File: src/rtl/mem_ctrl_pkg.sv
// Shared constants and types for the byte-serial memory controller.
// Holds the FSM state encoding, access size codes and the stalling I/O addresses.
package mem_ctrl_pkg;

  localparam int unsigned XLEN      = 32;
  localparam int unsigned ROB_SIZE  = 16;
  localparam int unsigned ROB_IDX_W = $clog2(ROB_SIZE);

  typedef enum logic [1:0] {
    S_IDLE,
    S_FETCH,
    S_LOAD,
    S_STORE
  } state_e;

  localparam logic [2:0] SIZE_BYTE = 3'd1;
  localparam logic [2:0] SIZE_HALF = 3'd2;
  localparam logic [2:0] SIZE_WORD = 3'd4;

  localparam logic [XLEN-1:0] IO_ADDR_0 = 32'h0003_0000;
  localparam logic [XLEN-1:0] IO_ADDR_1 = 32'h0003_0004;

  // Any size code that is not a byte or half access moves a full word.
  function automatic logic [2:0] size_bytes(input logic [2:0] size);
    case (size)
      SIZE_BYTE: return SIZE_BYTE;
      SIZE_HALF: return SIZE_HALF;
      default:   return SIZE_WORD;
    endcase
  endfunction

endpackage

File: src/rtl/mem_ctrl_if.sv
// Request/response and RAM bus bundle of mem_ctrl.
// MEM_IO_STALL_EN adds io_buffer_full for stalling stores to the I/O addresses.
interface mem_ctrl_if #(
  parameter int unsigned RAM_ADDR_W = 17
) ();
  import mem_ctrl_pkg::*;

  logic                  ena;
  logic                  in_rollback;
  logic                  in_if_ena;
  logic [XLEN-1:0]       in_if_addr;
  logic                  out_if_ready;
  logic [XLEN-1:0]       out_if_data;
  logic                  in_ls_ena;
  logic                  in_ls_iswrite;
  logic [XLEN-1:0]       in_ls_addr;
  logic [2:0]            in_ls_size;
  logic [XLEN-1:0]       in_ls_wdata;
  logic                  out_ls_ready;
  logic [XLEN-1:0]       out_ls_data;
  logic [7:0]            ram_din;
  logic [7:0]            ram_dout;
  logic [RAM_ADDR_W-1:0] ram_addr;
  logic                  ram_wr;
`ifdef MEM_IO_STALL_EN
  logic                  io_buffer_full;
`endif

  modport slave (
`ifdef MEM_IO_STALL_EN
    input  io_buffer_full,
`endif
    input  ena, in_rollback,
    input  in_if_ena, in_if_addr,
    input  in_ls_ena, in_ls_iswrite, in_ls_addr, in_ls_size, in_ls_wdata,
    input  ram_din,
    output out_if_ready, out_if_data, out_ls_ready, out_ls_data,
    output ram_dout, ram_addr, ram_wr
  );

  modport master (
`ifdef MEM_IO_STALL_EN
    output io_buffer_full,
`endif
    output ena, in_rollback,
    output in_if_ena, in_if_addr,
    output in_ls_ena, in_ls_iswrite, in_ls_addr, in_ls_size, in_ls_wdata,
    output ram_din,
    input  out_if_ready, out_if_data, out_ls_ready, out_ls_data,
    input  ram_dout, ram_addr, ram_wr
  );

endinterface

File: src/rtl/mem_req_slot.sv
// One pending-request register for a requester of mem_ctrl.
// A set in the same cycle as a clear keeps the new request.
module mem_req_slot
  import mem_ctrl_pkg::*;
(
  input  logic            clk,
  input  logic            rst,
  input  logic            ena_i,
  input  logic            set_i,
  input  logic            clr_i,
  input  logic [XLEN-1:0] addr_i,
  input  logic [2:0]      size_i,
  input  logic            iswrite_i,
  input  logic [XLEN-1:0] wdata_i,
  output logic            valid_o,
  output logic [XLEN-1:0] addr_o,
  output logic [2:0]      size_o,
  output logic            iswrite_o,
  output logic [XLEN-1:0] wdata_o
);

  logic            valid_q;
  logic [XLEN-1:0] addr_q;
  logic [2:0]      size_q;
  logic            iswrite_q;
  logic [XLEN-1:0] wdata_q;

  always_ff @(posedge clk) begin
    if (rst) begin
      valid_q   <= 1'b0;
      addr_q    <= '0;
      size_q    <= '0;
      iswrite_q <= 1'b0;
      wdata_q   <= '0;
    end else if (ena_i) begin
      if (set_i) begin
        valid_q   <= 1'b1;
        addr_q    <= addr_i;
        size_q    <= size_i;
        iswrite_q <= iswrite_i;
        wdata_q   <= wdata_i;
      end else if (clr_i) begin
        valid_q   <= 1'b0;
      end
    end
  end

  assign valid_o   = valid_q;
  assign addr_o    = addr_q;
  assign size_o    = size_q;
  assign iswrite_o = iswrite_q;
  assign wdata_o   = wdata_q;

endmodule

File: src/rtl/mem_ctrl.sv
// Byte-serial memory controller arbitrating instruction fetch and LSQ accesses.
// Optional MEM_IO_STALL_EN holds stores to the I/O addresses while io_buffer_full is high.
module mem_ctrl
  import mem_ctrl_pkg::*;
#(
  parameter int unsigned RAM_ADDR_W = 17
) (
  input logic       clk,
  input logic       rst,
  mem_ctrl_if.slave bus
);

  state_e          state_q;
  logic [2:0]      cnt_q, len_q;
  logic [XLEN-1:0] addr_q, wdata_q, rdata_q, rdata_d;
  logic            if_ready_q, ls_ready_q;
  logic [XLEN-1:0] if_data_q, ls_data_q;

  logic            f_valid, f_iswrite, l_valid, l_iswrite;
  logic [XLEN-1:0] f_addr, f_wdata, l_addr, l_wdata;
  logic [2:0]      f_size, l_size;
  logic            rb, idle, f_go, l_go, f_set, l_set, f_clr, l_clr;
  logic            sel_iswrite, rd_act, st_act, stall;
  logic [XLEN-1:0] sel_addr, sel_wdata;
  logic [2:0]      sel_size;
  logic [1:0]      lane;

  // A rollback drops same-cycle and pending fetches/loads; stores always survive.
  assign rb    = bus.in_rollback;
  assign idle  = (state_q == S_IDLE);
  assign l_go  = idle && l_valid && !(rb && !l_iswrite);
  assign f_go  = idle && !l_go && f_valid && !rb;
  assign f_set = bus.in_if_ena && !rb;
  assign l_set = bus.in_ls_ena && (!rb || bus.in_ls_iswrite);
  assign f_clr = rb || f_go;
  assign l_clr = (rb && !l_iswrite) || l_go;

  mem_req_slot u_fetch_slot (
    .clk(clk), .rst(rst), .ena_i(bus.ena), .set_i(f_set), .clr_i(f_clr),
    .addr_i(bus.in_if_addr), .size_i(SIZE_WORD), .iswrite_i(1'b0), .wdata_i('0),
    .valid_o(f_valid), .addr_o(f_addr), .size_o(f_size), .iswrite_o(f_iswrite),
    .wdata_o(f_wdata)
  );

  mem_req_slot u_ls_slot (
    .clk(clk), .rst(rst), .ena_i(bus.ena), .set_i(l_set), .clr_i(l_clr),
    .addr_i(bus.in_ls_addr), .size_i(bus.in_ls_size), .iswrite_i(bus.in_ls_iswrite),
    .wdata_i(bus.in_ls_wdata),
    .valid_o(l_valid), .addr_o(l_addr), .size_o(l_size), .iswrite_o(l_iswrite),
    .wdata_o(l_wdata)
  );

  assign sel_addr    = l_go ? l_addr    : f_addr;
  assign sel_size    = l_go ? l_size    : f_size;
  assign sel_iswrite = l_go ? l_iswrite : f_iswrite;
  assign sel_wdata   = l_go ? l_wdata   : f_wdata;

`ifdef MEM_IO_STALL_EN
  assign stall = bus.io_buffer_full && ((addr_q == IO_ADDR_0) || (addr_q == IO_ADDR_1));
`else
  assign stall = 1'b0;
`endif

  // RAM bus is a pure decode of registered state, so only the stall gate is combinational.
  assign rd_act       = ((state_q == S_FETCH) || (state_q == S_LOAD)) && (cnt_q != len_q);
  assign st_act       = (state_q == S_STORE);
  assign bus.ram_addr = (rd_act || st_act) ? addr_q[RAM_ADDR_W-1:0] : '0;
  assign bus.ram_wr   = st_act && !stall;
  assign bus.ram_dout = st_act ? wdata_q[7:0] : '0;

  assign lane = cnt_q[1:0] - 2'd1;

  always_comb begin
    rdata_d = rdata_q;
    if (cnt_q != 3'd0) rdata_d[{lane, 3'b000} +: 8] = bus.ram_din;
  end

  always_ff @(posedge clk) begin
    if (rst) begin
      state_q    <= S_IDLE;
      cnt_q      <= '0;
      len_q      <= '0;
      addr_q     <= '0;
      wdata_q    <= '0;
      rdata_q    <= '0;
      if_ready_q <= 1'b0;
      ls_ready_q <= 1'b0;
      if_data_q  <= '0;
      ls_data_q  <= '0;
    end else if (bus.ena) begin
      if_ready_q <= 1'b0;
      ls_ready_q <= 1'b0;
      case (state_q)
        S_IDLE: begin
          if (l_go || f_go) begin
            state_q <= sel_iswrite ? S_STORE : (l_go ? S_LOAD : S_FETCH);
            cnt_q   <= '0;
            len_q   <= size_bytes(sel_size);
            addr_q  <= sel_addr;
            wdata_q <= sel_wdata;
            rdata_q <= '0;
          end
        end
        S_FETCH, S_LOAD: begin
          if (rb) begin
            state_q <= S_IDLE;
            cnt_q   <= '0;
          end else if (cnt_q == len_q) begin
            state_q <= S_IDLE;
            cnt_q   <= '0;
            if (state_q == S_FETCH) begin
              if_ready_q <= 1'b1;
              if_data_q  <= rdata_d;
            end else begin
              ls_ready_q <= 1'b1;
              ls_data_q  <= rdata_d;
            end
          end else begin
            cnt_q   <= cnt_q + 3'd1;
            addr_q  <= addr_q + 32'd1;
            rdata_q <= rdata_d;
          end
        end
        S_STORE: begin
          if (!stall) begin
            if (cnt_q == len_q - 3'd1) begin
              state_q    <= S_IDLE;
              cnt_q      <= '0;
              ls_ready_q <= 1'b1;
              ls_data_q  <= '0;
            end else begin
              cnt_q   <= cnt_q + 3'd1;
              addr_q  <= addr_q + 32'd1;
              wdata_q <= wdata_q >> 8;
            end
          end
        end
        default: state_q <= S_IDLE;
      endcase
    end
  end

  assign bus.out_if_ready = if_ready_q;
  assign bus.out_if_data  = if_data_q;
  assign bus.out_ls_ready = ls_ready_q;
  assign bus.out_ls_data  = ls_data_q;

endmodule
File: src/flat_wrapper.sv
// flat-port wrapper written by rule: the top's interface ports become plain ports
module mem_ctrl_flat import mem_ctrl_pkg::*;
#(
  parameter int unsigned RAM_ADDR_W = 17
)
  (clk, rst, bus_ena, bus_in_rollback, bus_in_if_ena, bus_in_if_addr, bus_in_ls_ena, bus_in_ls_iswrite, bus_in_ls_addr, bus_in_ls_size, bus_in_ls_wdata, bus_ram_din, bus_out_if_ready, bus_out_if_data, bus_out_ls_ready, bus_out_ls_data, bus_ram_dout, bus_ram_addr, bus_ram_wr);
  mem_ctrl_if #(.RAM_ADDR_W(RAM_ADDR_W)) bus_i ();
  input logic clk;
  input logic rst;
  input wire logic [$bits(bus_i.ena)-1:0] bus_ena;
  input wire logic [$bits(bus_i.in_rollback)-1:0] bus_in_rollback;
  input wire logic [$bits(bus_i.in_if_ena)-1:0] bus_in_if_ena;
  input wire logic [$bits(bus_i.in_if_addr)-1:0] bus_in_if_addr;
  input wire logic [$bits(bus_i.in_ls_ena)-1:0] bus_in_ls_ena;
  input wire logic [$bits(bus_i.in_ls_iswrite)-1:0] bus_in_ls_iswrite;
  input wire logic [$bits(bus_i.in_ls_addr)-1:0] bus_in_ls_addr;
  input wire logic [$bits(bus_i.in_ls_size)-1:0] bus_in_ls_size;
  input wire logic [$bits(bus_i.in_ls_wdata)-1:0] bus_in_ls_wdata;
  input wire logic [$bits(bus_i.ram_din)-1:0] bus_ram_din;
  output wire logic [$bits(bus_i.out_if_ready)-1:0] bus_out_if_ready;
  output wire logic [$bits(bus_i.out_if_data)-1:0] bus_out_if_data;
  output wire logic [$bits(bus_i.out_ls_ready)-1:0] bus_out_ls_ready;
  output wire logic [$bits(bus_i.out_ls_data)-1:0] bus_out_ls_data;
  output wire logic [$bits(bus_i.ram_dout)-1:0] bus_ram_dout;
  output wire logic [$bits(bus_i.ram_addr)-1:0] bus_ram_addr;
  output wire logic [$bits(bus_i.ram_wr)-1:0] bus_ram_wr;
  assign bus_i.ena = bus_ena;
  assign bus_i.in_rollback = bus_in_rollback;
  assign bus_i.in_if_ena = bus_in_if_ena;
  assign bus_i.in_if_addr = bus_in_if_addr;
  assign bus_i.in_ls_ena = bus_in_ls_ena;
  assign bus_i.in_ls_iswrite = bus_in_ls_iswrite;
  assign bus_i.in_ls_addr = bus_in_ls_addr;
  assign bus_i.in_ls_size = bus_in_ls_size;
  assign bus_i.in_ls_wdata = bus_in_ls_wdata;
  assign bus_i.ram_din = bus_ram_din;
  assign bus_out_if_ready = bus_i.out_if_ready;
  assign bus_out_if_data = bus_i.out_if_data;
  assign bus_out_ls_ready = bus_i.out_ls_ready;
  assign bus_out_ls_data = bus_i.out_ls_data;
  assign bus_ram_dout = bus_i.ram_dout;
  assign bus_ram_addr = bus_i.ram_addr;
  assign bus_ram_wr = bus_i.ram_wr;
  mem_ctrl #(.RAM_ADDR_W(RAM_ADDR_W)) u_core (.clk(clk), .rst(rst), .bus(bus_i));
endmodule
File: config.mk
export PLATFORM = sky130hd
export DESIGN_NAME = mem_ctrl_flat
export DESIGN_NICKNAME = d
export VERILOG_FILES = /design/src/rtl/mem_ctrl_pkg.sv /design/src/rtl/mem_ctrl_if.sv /design/src/rtl/mem_req_slot.sv /design/src/rtl/mem_ctrl.sv /design/src/flat_wrapper.sv
export SDC_FILE = /design/constraint.sdc
export NUM_CORES = 1
export LEC_CHECK = 0
export CORE_ASPECT_RATIO = 1.4
export CORE_MARGIN = 3
export CORE_UTILIZATION = 25
export CTS_CLUSTER_DIAMETER = 60
export DETAILED_ROUTE_END_ITERATION = 10
export MAX_ROUTING_LAYER = met4
export PLACE_DENSITY = 0.47
export SETUP_SLACK_MARGIN = 0.5
export SLEW_MARGIN = 20
export SYNTH_ARGS = -nofsm -noshare
export SYNTH_HDL_FRONTEND = slang
export SYNTH_SLANG_ARGS = --single-unit
File: constraint.sdc
create_clock -name clk -period 4.65 [get_ports clk]
set_input_delay 0.93 -clock clk [delete_from_list [all_inputs] [get_ports clk]]
set_output_delay 0.93 -clock clk [all_outputs]
set_load 0.01 [all_outputs]
==> results of run 1 <==
-- worst max-delay path by stage --
stage               startpoint                         end  slack, ps
2_1_floorplan  u_core.cnt_q[0]            bus_ram_addr[10]       2010
3_3_place_gp           bus_ena  u_core.bus.out_if_data[20]       1260
3_5_place_dp           bus_ena  u_core.bus.out_if_data[14]       1260
4_1_cts        u_core.cnt_q[0]             bus_ram_addr[3]        900
5_1_grt        u_core.cnt_q[0]             bus_ram_addr[2]        830
6_report       u_core.cnt_q[0]             bus_ram_addr[3]        980
-- per-stage QoR --
step	total power, W	cell area [um2]	util (%)	cells
2_1_floorplan	0.00223	9640	-	1111
3_3_place_gp	0.00238	11800	31.1	1689
3_5_place_dp	0.00238	11800	31.1	1689
4_1_cts	0.00441	12600	33.3	1733
5_1_grt	0.00451	12600	33.3	1733
6_report	0.00432	12600	33.3	1733
-- state kept, by name, indices dropped and copies added, names as in the netlist --
register and cells:
u_core.bus.out_if_data 32, u_core.bus.out_ls_data 32, u_core.rdata_q 32, u_core.u_ls_slot.wdata_o 32
u_core.wdata_q 32, u_core.addr_q 17, u_core.u_fetch_slot.addr_o 17, u_core.u_ls_slot.addr_o 17
u_core.cnt_q 3, u_core.len_q 3, u_core.u_ls_slot.size_o 3, u_core.state_q 2
u_core.bus.out_if_ready 1, u_core.bus.out_ls_ready 1, u_core.u_fetch_slot.valid_o 1, u_core.u_ls_slot.iswrite_o 1
u_core.u_ls_slot.valid_o 1
-- where the power goes --
group          switching [W]  leakage, nW  internal (W)  total [W]
sequential         0.0000258         1.84       0.00199    0.00201
clock               0.000815        0.406       0.00118    0.00199
combinational       0.000185         2.15      0.000132   0.000317
total                0.00103         4.39       0.00330    0.00432
-- per-layer routing --
| metal | vias up | part of all wire (%) | GRT usage (%) |
|---|---|---|---|
| met5 | - | 0 | - |
| met4 | 0 | 1.9 | 3.66 |
| met3 | 31 | 4.0 | 1.59 |
| met2 | 187 | 50 | 24.8 |
| met1 | 3918 | 44 | 18.4 |
| li1 | 4200 | - | - |
-- layout make-up --
cell class	instances	share of cell area (%)
multi-input cells	779	37.2
flip-flops and latches	227	36.1
repair buffers	195	15.1
clock buffers	35	5.66
well taps	473	4.70
clock inverters	9	0.785
inverters	15	0.447
-- Yosys cell counts (6+ instances only) --
library cell and n:
dfxtp_1 227, inv_1 13, o21a_1 6, clkbuf_1 62, a22o_1 64, a21oi_1 100, nand2_1 168, o21ai_0 6
a211oi_1 25, ha_1 13, mux2_2 11, o211ai_1 10, o31ai_1 9, a22oi_1 34, nor4_1 6, mux2i_1 42
and4_1 7, nor2_1 121, nand3_1 20, and3_1 29, nor2b_1 18, and2_1 11, nor3_1 29, nand4_1 6
buf_2 22
-- cell families (layout without fill, tap and decap cells) --
kind of cell / after synthesis / count (layout) / share of synthesized area (%)
xor gates and xnor gates: 7 / 7 / 0.779
DFF: 227 / 227 / 47.2
adders and majority gates: 13 / 13 / 1.69
muxes: 53 / 53 / 5.65
and+or+nand+nor: 426 / 426 / 19.9
AOI/OAI and AO/OA: 280 / 280 / 20.3
buffers and inverters: 105 / 254 / 4.53
-- worst min-delay path, cell delays in order (launching register included) --
cell     delay (ps)
dfxtp_1         310
nand2_1          50
a21oi_1          50
-- placed cells by master (no fill, tap or decap), drive strengths merged, types with 3 or more instances in the layout --
| master | count |
|---|---|
| ha | 13 |
| and3 | 29 |
| nand4 | 8 |
| a22oi | 34 |
| clkbuf | 35 |
| o21a | 6 |
| nor4 | 6 |
| mux2i | 42 |
| nor2 | 121 |
| a31oi | 3 |
| a21oi | 100 |
| nand3 | 20 |
| or3 | 3 |
| xnor2 | 4 |
| dfxtp | 227 |
| nand2 | 168 |
| o32ai | 4 |
| a22o | 64 |
| clkdlybuf4s50 | 174 |
| clkinv | 8 |
| buf | 21 |
| o21ai | 7 |
| inv | 14 |
| nor3 | 29 |
| mux2 | 11 |
| o31ai | 9 |
| and4 | 7 |
| o211ai | 10 |
| a211oi | 25 |
| nor2b | 18 |
| and2 | 11 |
==> results.toml, run 1 <==
[logic_synthesis]
synth_top_cell_area_share_pct = 47.2
syn_area_per_cell_um2 = 8.67
synth_nets = 1238
ys_seq_area_share_pct = 47.2
synthesis.area_mm2 = 0.00964
syn_inst = 1111
synthTopCellsByArea = "dfxtp_1 (47%), nand2_1 (6.5%), a22o_1 (5.8%), a21oi_1 (5.2%), nor2_1 (4.7%)"
synth_top_flop_cell = "dfxtp_1"
synth_edf_count = 0
async_flop_share_pct = 0
ys_seq_elements = 227
synthDistinctLibCells = 54
synth_top_area_cell = "dfxtp_1"
yosysWarnings = 0

[timing]
worst_slack_ps = 984
clock.fmax_mhz = 273
final.setup.tns_ps = 0
hold_ws_ps = 449
worst_pin_slew_ps = 931
finalCriticalPeriod_ps = 3670
report.final.setup_viol = 0
slew_headroom_pct = 37.4
fin_worst_skew_ps = 11.0
fin_crit_sh_pct = 78.8
hold_viol = 0
drv_slew = 0
rsz0062_at_grt = "false"

[worst_hold_path]
min_path_cells = 2
min_from = "u_core.u_ls_slot.wdata_o[6]"
min_to = "u_core.u_ls_slot.wdata_o[6]"
hp-class = "reg -> reg"

[route]
wl_per_cell_um = 17.2
drtIter0Drc = 334
drt-pass1-iter-count = 5
dr_total_vias = 8336
drc = 0
drt_wl_total_um = 29900
detail_route.vias_per_cell = 4.81
ant_nets = 0

[floorplanning]
ios = 206
dieArea_mm2 = 0.0410
coreArea_mm2 = 0.0378
die_w_um = 172
rows = 84
die_h_um = 238
start_util_pct = 25.5

[final_layout]
multi_input_area_mm2 = 0.00469
nets = 1370
diodes = 0
syn2layout_area_growth_pct = 30.7
seqCellArea_mm2 = 0.00454
drive_above_1_share_pct = 6.59
nFillCells = 3967

[clock_tree]
clk_pin_slew_ps = 60
cts_tree = "yes"
clock_latency_ps = 530
cts_made_buffers = 25
cts_setup_buffers = 0
cts_root_buf = "clkbuf_16"
cts_sinks = 227
h-tree-depth = 1
cts_resized = 0
clockBufferDepth = 3
cts_hold_buf = 0

[outcome]
status = "complete, no violations"

[worst_setup_path]
cp.arrival_ps = 2740
r2r_start = "u_core.state_q[0]"
path_buf_inv = 2
crit_cells = 6
reg2regPathDepth = 7
cp_max_fo = 17
cpLargestDelayFamily = "buffers and inverters"
r2r_slack_ps = 1860
cpMaxStageDelayCell = "dfxtp_1"
crit_path_max_incr_delay_ps = 610
r2r-end = "u_core.bus.out_ls_data[27]"
worstPathRequired_ps = 3720
cp-end-kind = "output port"
crit_path_cell_trace = "xnor2_1 -> nand3_1 -> a21oi_1 -> buf_4 -> nor2b_1 -> clkdlybuf4s50_1"
crit_type = "reg -> out"
cp-start-kind = "register"

[pwr]
p_per_area_mw_per_mm2 = 343
max-vdd-ir-drop_mv = 0.153
power_leakage_nw = 4.39

[global_routing]
grt.total_usage_pct = 14.5
grt_pass1_wl_um = 46500
grt_max_degree = 88
first_global_vias = 8036
overflow = 0
antenna_found_initial = 0

[flow_run]
maxCapViolations = 0

[placed_design]
portBuffers = 175
dp_hpwl_um = 19800
post-place-ws_ps = 1260
place_congestion = 0.757
Note: power is estimated with default switching activity, not from simulation.
==> run 2, diff against run 1 <==
--- a/config.mk
+++ b/config.mk
@@ -11,7 +11,7 @@
 export CTS_CLUSTER_DIAMETER = 60
 export DETAILED_ROUTE_END_ITERATION = 10
 export MAX_ROUTING_LAYER = met4
-export PLACE_DENSITY = 0.47
+export PLACE_DENSITY = 0.49
 export SETUP_SLACK_MARGIN = 0.5
 export SLEW_MARGIN = 20
 export SYNTH_ARGS = -nofsm -noshare
==> constraint.sdc (replaced) <==
create_clock -name clk -period 3.15 [get_ports clk]
set_input_delay 0.63 -clock clk [delete_from_list [all_inputs] [get_ports clk]]
set_output_delay 0.63 -clock clk [all_outputs]
set_load 0.01 [all_outputs]
==> results.toml, run 2 (synthesized netlist as in run 1, its figures left out) <==
[route]
drtIter0Drc = 465
drt-pass1-iter-count = 5
drt_wl_total_um = 30600
ant_nets = 0
drc = 0
wl_per_cell_um = 17.4
detail_route.vias_per_cell = 4.84
dr_total_vias = 8492

[floorplanning]
ios = 206
die_w_um = 172
die_h_um = 238
coreArea_mm2 = 0.0378
start_util_pct = 25.5
rows = 84
dieArea_mm2 = 0.0410

[worst_setup_path]
crit_path_cell_trace = "xnor2_4 -> nand3_2 -> a21oi_4 -> buf_12 -> buf_8 -> buf_4 -> nor2_1 -> buf_2"
cpMaxStageDelayCell = "dfxtp_4"
crit_type = "reg -> out"
cp-end-kind = "output port"
r2r_slack_ps = 700
worstPathRequired_ps = 2520
crit_path_max_incr_delay_ps = 360
cp.arrival_ps = 1950
cp_max_fo = 3
cp-start-kind = "register"

[placed_design]
dp_hpwl_um = 20200
dp.cells = 1698
dpl-instance-area_mm2 = 0.0119
place_congestion = 0.804
portBuffers = 175

[clock_tree]
clockBufferDepth = 3
cts_hold_buf = 0
clk_pin_slew_ps = 60
clock_latency_ps = 530
cts_tree = "yes"
h-tree-depth = 1
cts_sinks = 227
cts_root_buf = "clkbuf_16"
cts_made_buffers = 25

[pwr]
p_total_w = 0.00663
p_clk_share_pct = 47.8
p_comb_share_pct = 7.4
p_seq_share_pct = 44.8
net-switching-power_w = 0.00150
sw_frac_of_total_pct = 22.7
p_per_area_mw_per_mm2 = 508
power_leakage_nw = 4.66
p_int_w = 0.00512
max-vdd-ir-drop_mv = 0.253

[global_routing]
first_global_vias = 8375
overflow = 0
grt.total_usage_pct = 15.0
antenna_found_initial = 0
grt_pass1_wl_um = 47800
grt_max_degree = 109

[timing]
clock.fmax_mhz = 387
fin_crit_sh_pct = 82.0
hold_viol = 0
slew_headroom_pct = 48.2
rsz0062_at_grt = "true"
worst_pin_slew_ps = 776
finalCriticalPeriod_ps = 2580
final.setup.tns_ps = 0
fin_worst_skew_ps = 15.6
drv_slew = 0
hold_ws_ps = 449
report.final.setup_viol = 0

[final_layout]
final_cells = 1755
final_cell_mix = "dfxtp_1 (219), nand2_1 (168), clkdlybuf4s50_1 (153)"
final_cell_area_mm2 = 0.0130
diodes = 0
nets = 1395
final_common_cell = "dfxtp_1"
syn2layout_area_growth_pct = 35.4
drive_above_1_share_pct = 10.9

[outcome]
status = "complete, no violations"

[flow_run]
maxCapViolations = 0

[worst_hold_path]
hp-class = "reg -> reg"
## run 2: path summary, 6_finish.rpt
| check | from | to | cells after the start |
|---|---|---|---|
| worst min-delay path | u_core.u_ls_slot.wdata_o[5] | u_core.u_ls_slot.wdata_o[5] | 2 |
| worst min register to register | u_core.u_ls_slot.wdata_o[5] | u_core.u_ls_slot.wdata_o[5] | 2 |
| worst max-delay path | u_core.cnt_q[0] | bus_ram_addr[11] | 8 |
| worst max register to register | u_core.state_q[0] | u_core.cnt_q[2] | 7 |
## run 2: layout make-up
cell class	count	area [um2]
inverters	15	56.3
clock inverters	10	205
well taps	473	592
repair buffers	220	2160
fillers	3932	24800
clock buffers	31	668
multi-input cells	779	4790
flip-flops and latches	227	4570
## run 2: power by group through the flow
stage / combinational (W) / sequential [W] / clock [W]
2_1_floorplan: 0.000269 / 0.00303 / 0
3_3_place_gp: 0.000481 / 0.00304 / 0
3_5_place_dp: 0.000483 / 0.00304 / 0
4_1_cts: 0.000495 / 0.00297 / 0.00329
5_1_grt: 0.000543 / 0.00298 / 0.00338
6_report: 0.000491 / 0.00297 / 0.00317
## run 2: worst max-delay path: cells and delay by family, from the launching register on
family / cells / cell delay (ps)
and+or+nand+nor: 2 / 170
buffers and inverters: 4 / 480
AOI/OAI and AO/OA: 1 / 230
xor gates and xnor gates: 1 / 190
DFF: 1 / 360
## run 2: routing by layer
layer	track usage, %	vias to the layer above	wire, um
met4	4.41	0	754
li1	-	4254	-
met5	-	-	0
met3	1.97	41	1190
met1	18.5	4019	13300
met2	25.5	178	15300
## run 2: metrics by stage
stage | worst slack [ps] | util [%]
finish | 568 | 34.5
global route | 470 | 34.5
CTS | 377 | 34.5
detailed placement | 276 | 31.5
global placement | 282 | 31.5
floorplan | 808 | -
## run 2: repair_timing
action                     CTS  global route
cloned                       3             0
resized for setup           64            28
buffers inserted            11             2
pin swaps                    5             4
setup endpoints to repair   59            16
==> run 3, diff against run 2 <==
==> constraint.sdc (replaced) <==
create_clock -name clk -period 2.1 [get_ports clk]
set_input_delay 0.42 -clock clk [delete_from_list [all_inputs] [get_ports clk]]
set_output_delay 0.42 -clock clk [all_outputs]
set_load 0.01 [all_outputs]
==> results.toml, run 3 (synthesized netlist as in run 1, its figures left out) <==
[clock_tree]
h-tree-depth = 1
clk_pin_slew_ps = 60
clock_latency_ps = 540
clockBufferDepth = 3
cts_sinks = 227
cts_hold_buf = 0
cts_tree = "yes"
cts_made_buffers = 27
cts_root_buf = "clkbuf_16"

[outcome]
status = "finished with violations"
failed_checks = "setup timing"

[timing]
report.final.setup_viol = 58
drv_slew = 0
clock.fmax_mhz = 428
finalCriticalPeriod_ps = 2340
slew_headroom_pct = 60.9
fin_crit_sh_pct = 111
worst_pin_slew_ps = 586
fin_worst_skew_ps = 12.1
hold_viol = 0
worst_slack_ps = -237
rsz0062_at_grt = "true"

[route]
ant_nets = 0
drt-pass1-iter-count = 5
dr_total_vias = 9076
wl_per_cell_um = 18.8
detail_route.vias_per_cell = 4.85
drtIter0Drc = 363
drt_wl_total_um = 35100
drc = 0

[final_layout]
final_common_cell = "dfxtp_1"
diodes = 0
syn2layout_area_growth_pct = 61.8
drive_above_1_share_pct = 30.1
final_cell_mix = "dfxtp_1 (218), nand2_1 (160), nor2_1 (110)"
nets = 1508

[worst_setup_path]
cpMaxStageDelayCell = "dfxtp_4"
cp_common_cell = "buf_6"
cp-start-kind = "register"
path_buf_inv = 4
crit_type = "reg -> out"
worstPathRequired_ps = 1680
cp_max_fo = 4
cp-end-kind = "output port"
crit_path_max_incr_delay_ps = 370
cp.arrival_ps = 1920
cpLargestDelayFamily = "buffers and inverters"
crit_path_cell_trace = "xnor2_4 -> nand3_2 -> a21oi_4 -> buf_6 -> buf_6 -> nor2b_1 -> buf_4 -> buf_6"

[global_routing]
grt_max_degree = 125
first_global_vias = 8963
antenna_found_initial = 0
overflow = 0
grt.total_usage_pct = 16.9
grt_pass1_wl_um = 52700

[pwr]
power_leakage_nw = 6.72
p_per_area_mw_per_mm2 = 647
max-vdd-ir-drop_mv = 0.455
p_total_w = 0.0101

[floorplanning]
rows = 84
coreArea_mm2 = 0.0378
dieArea_mm2 = 0.0410
die_h_um = 238
ios = 206
start_util_pct = 25.5
die_w_um = 172

[placed_design]
portBuffers = 175
place_congestion = 0.804
dp_hpwl_um = 21000
post-place-ws_ps = -215

[worst_hold_path]
hp-class = "in -> reg"

[flow_run]
maxCapViolations = 0
==> run 3: layer usage <==
layer	GRT usage, %	share of wire [%]	vias to the layer above
met5	-	0	-
met4	4.16	2.3	0
met3	2.15	3.6	47
met2	30.5	53	177
met1	19.6	41	4335
li1	-	-	4517
==> run 3: what timing repair did <==
| action | 4_1_cts | 5_1_grt |
|---|---|---|
| endpoints found under the setup margin | 249 | 257 |
| cloned | 21 | 1 |
| buffers inserted | 42 | 14 |
| resized for setup | 293 | 180 |
| pin swaps | 104 | 42 |
==> run 3: where the power goes <==
part	internal, W	switching [W]
combinational	0.000580	0.000566
clock	0.00260	0.00188
sequential	0.00440	0.0000682
==> run 3: path summary, 6_finish.rpt <==
| kind | slack, ps | cells past startpoint | end | from |
|---|---|---|---|---|
| setup / recovery | -240 | 8 | bus_ram_addr[3] | u_core.len_q[0] |
| hold / removal | 250 | 2 | u_core.bus.out_if_data[23] | rst |
| setup reg to reg | -100 | 13 | u_core.bus.out_ls_data[7] | u_core.state_q[0] |
| hold reg to reg | 450 | 2 | u_core.u_ls_slot.wdata_o[13] | u_core.u_ls_slot.wdata_o[13] |
==> run 3: cell type report <==
type / instances / area, um2
Timing Repair Buffer: 329 / 3880
Fill cell: 3683 / 22200
Inverter: 15 / 68.8
Sequential cell: 227 / 4570
Clock inverter: 9 / 91.3
Tap cell: 473 / 592
Multi-Input combinational cell: 781 / 5650
Clock buffer: 36 / 739
==> run 3: per-stage QoR <==
stage                     std cells  TNS, ps  cell area, um2  hold WS, ps  utilization, %
final                          1870    -6340           15600          253            41.2
after detailed placement       1747   -21460           12600          442            33.3
after CTS                      1855    -7060           14800          211            39.2
after global placement         1747   -19600           12600          439            33.3
after floorplan                1111        0            9980          432               -
after global routing           1870   -11050           15600          237            41.2
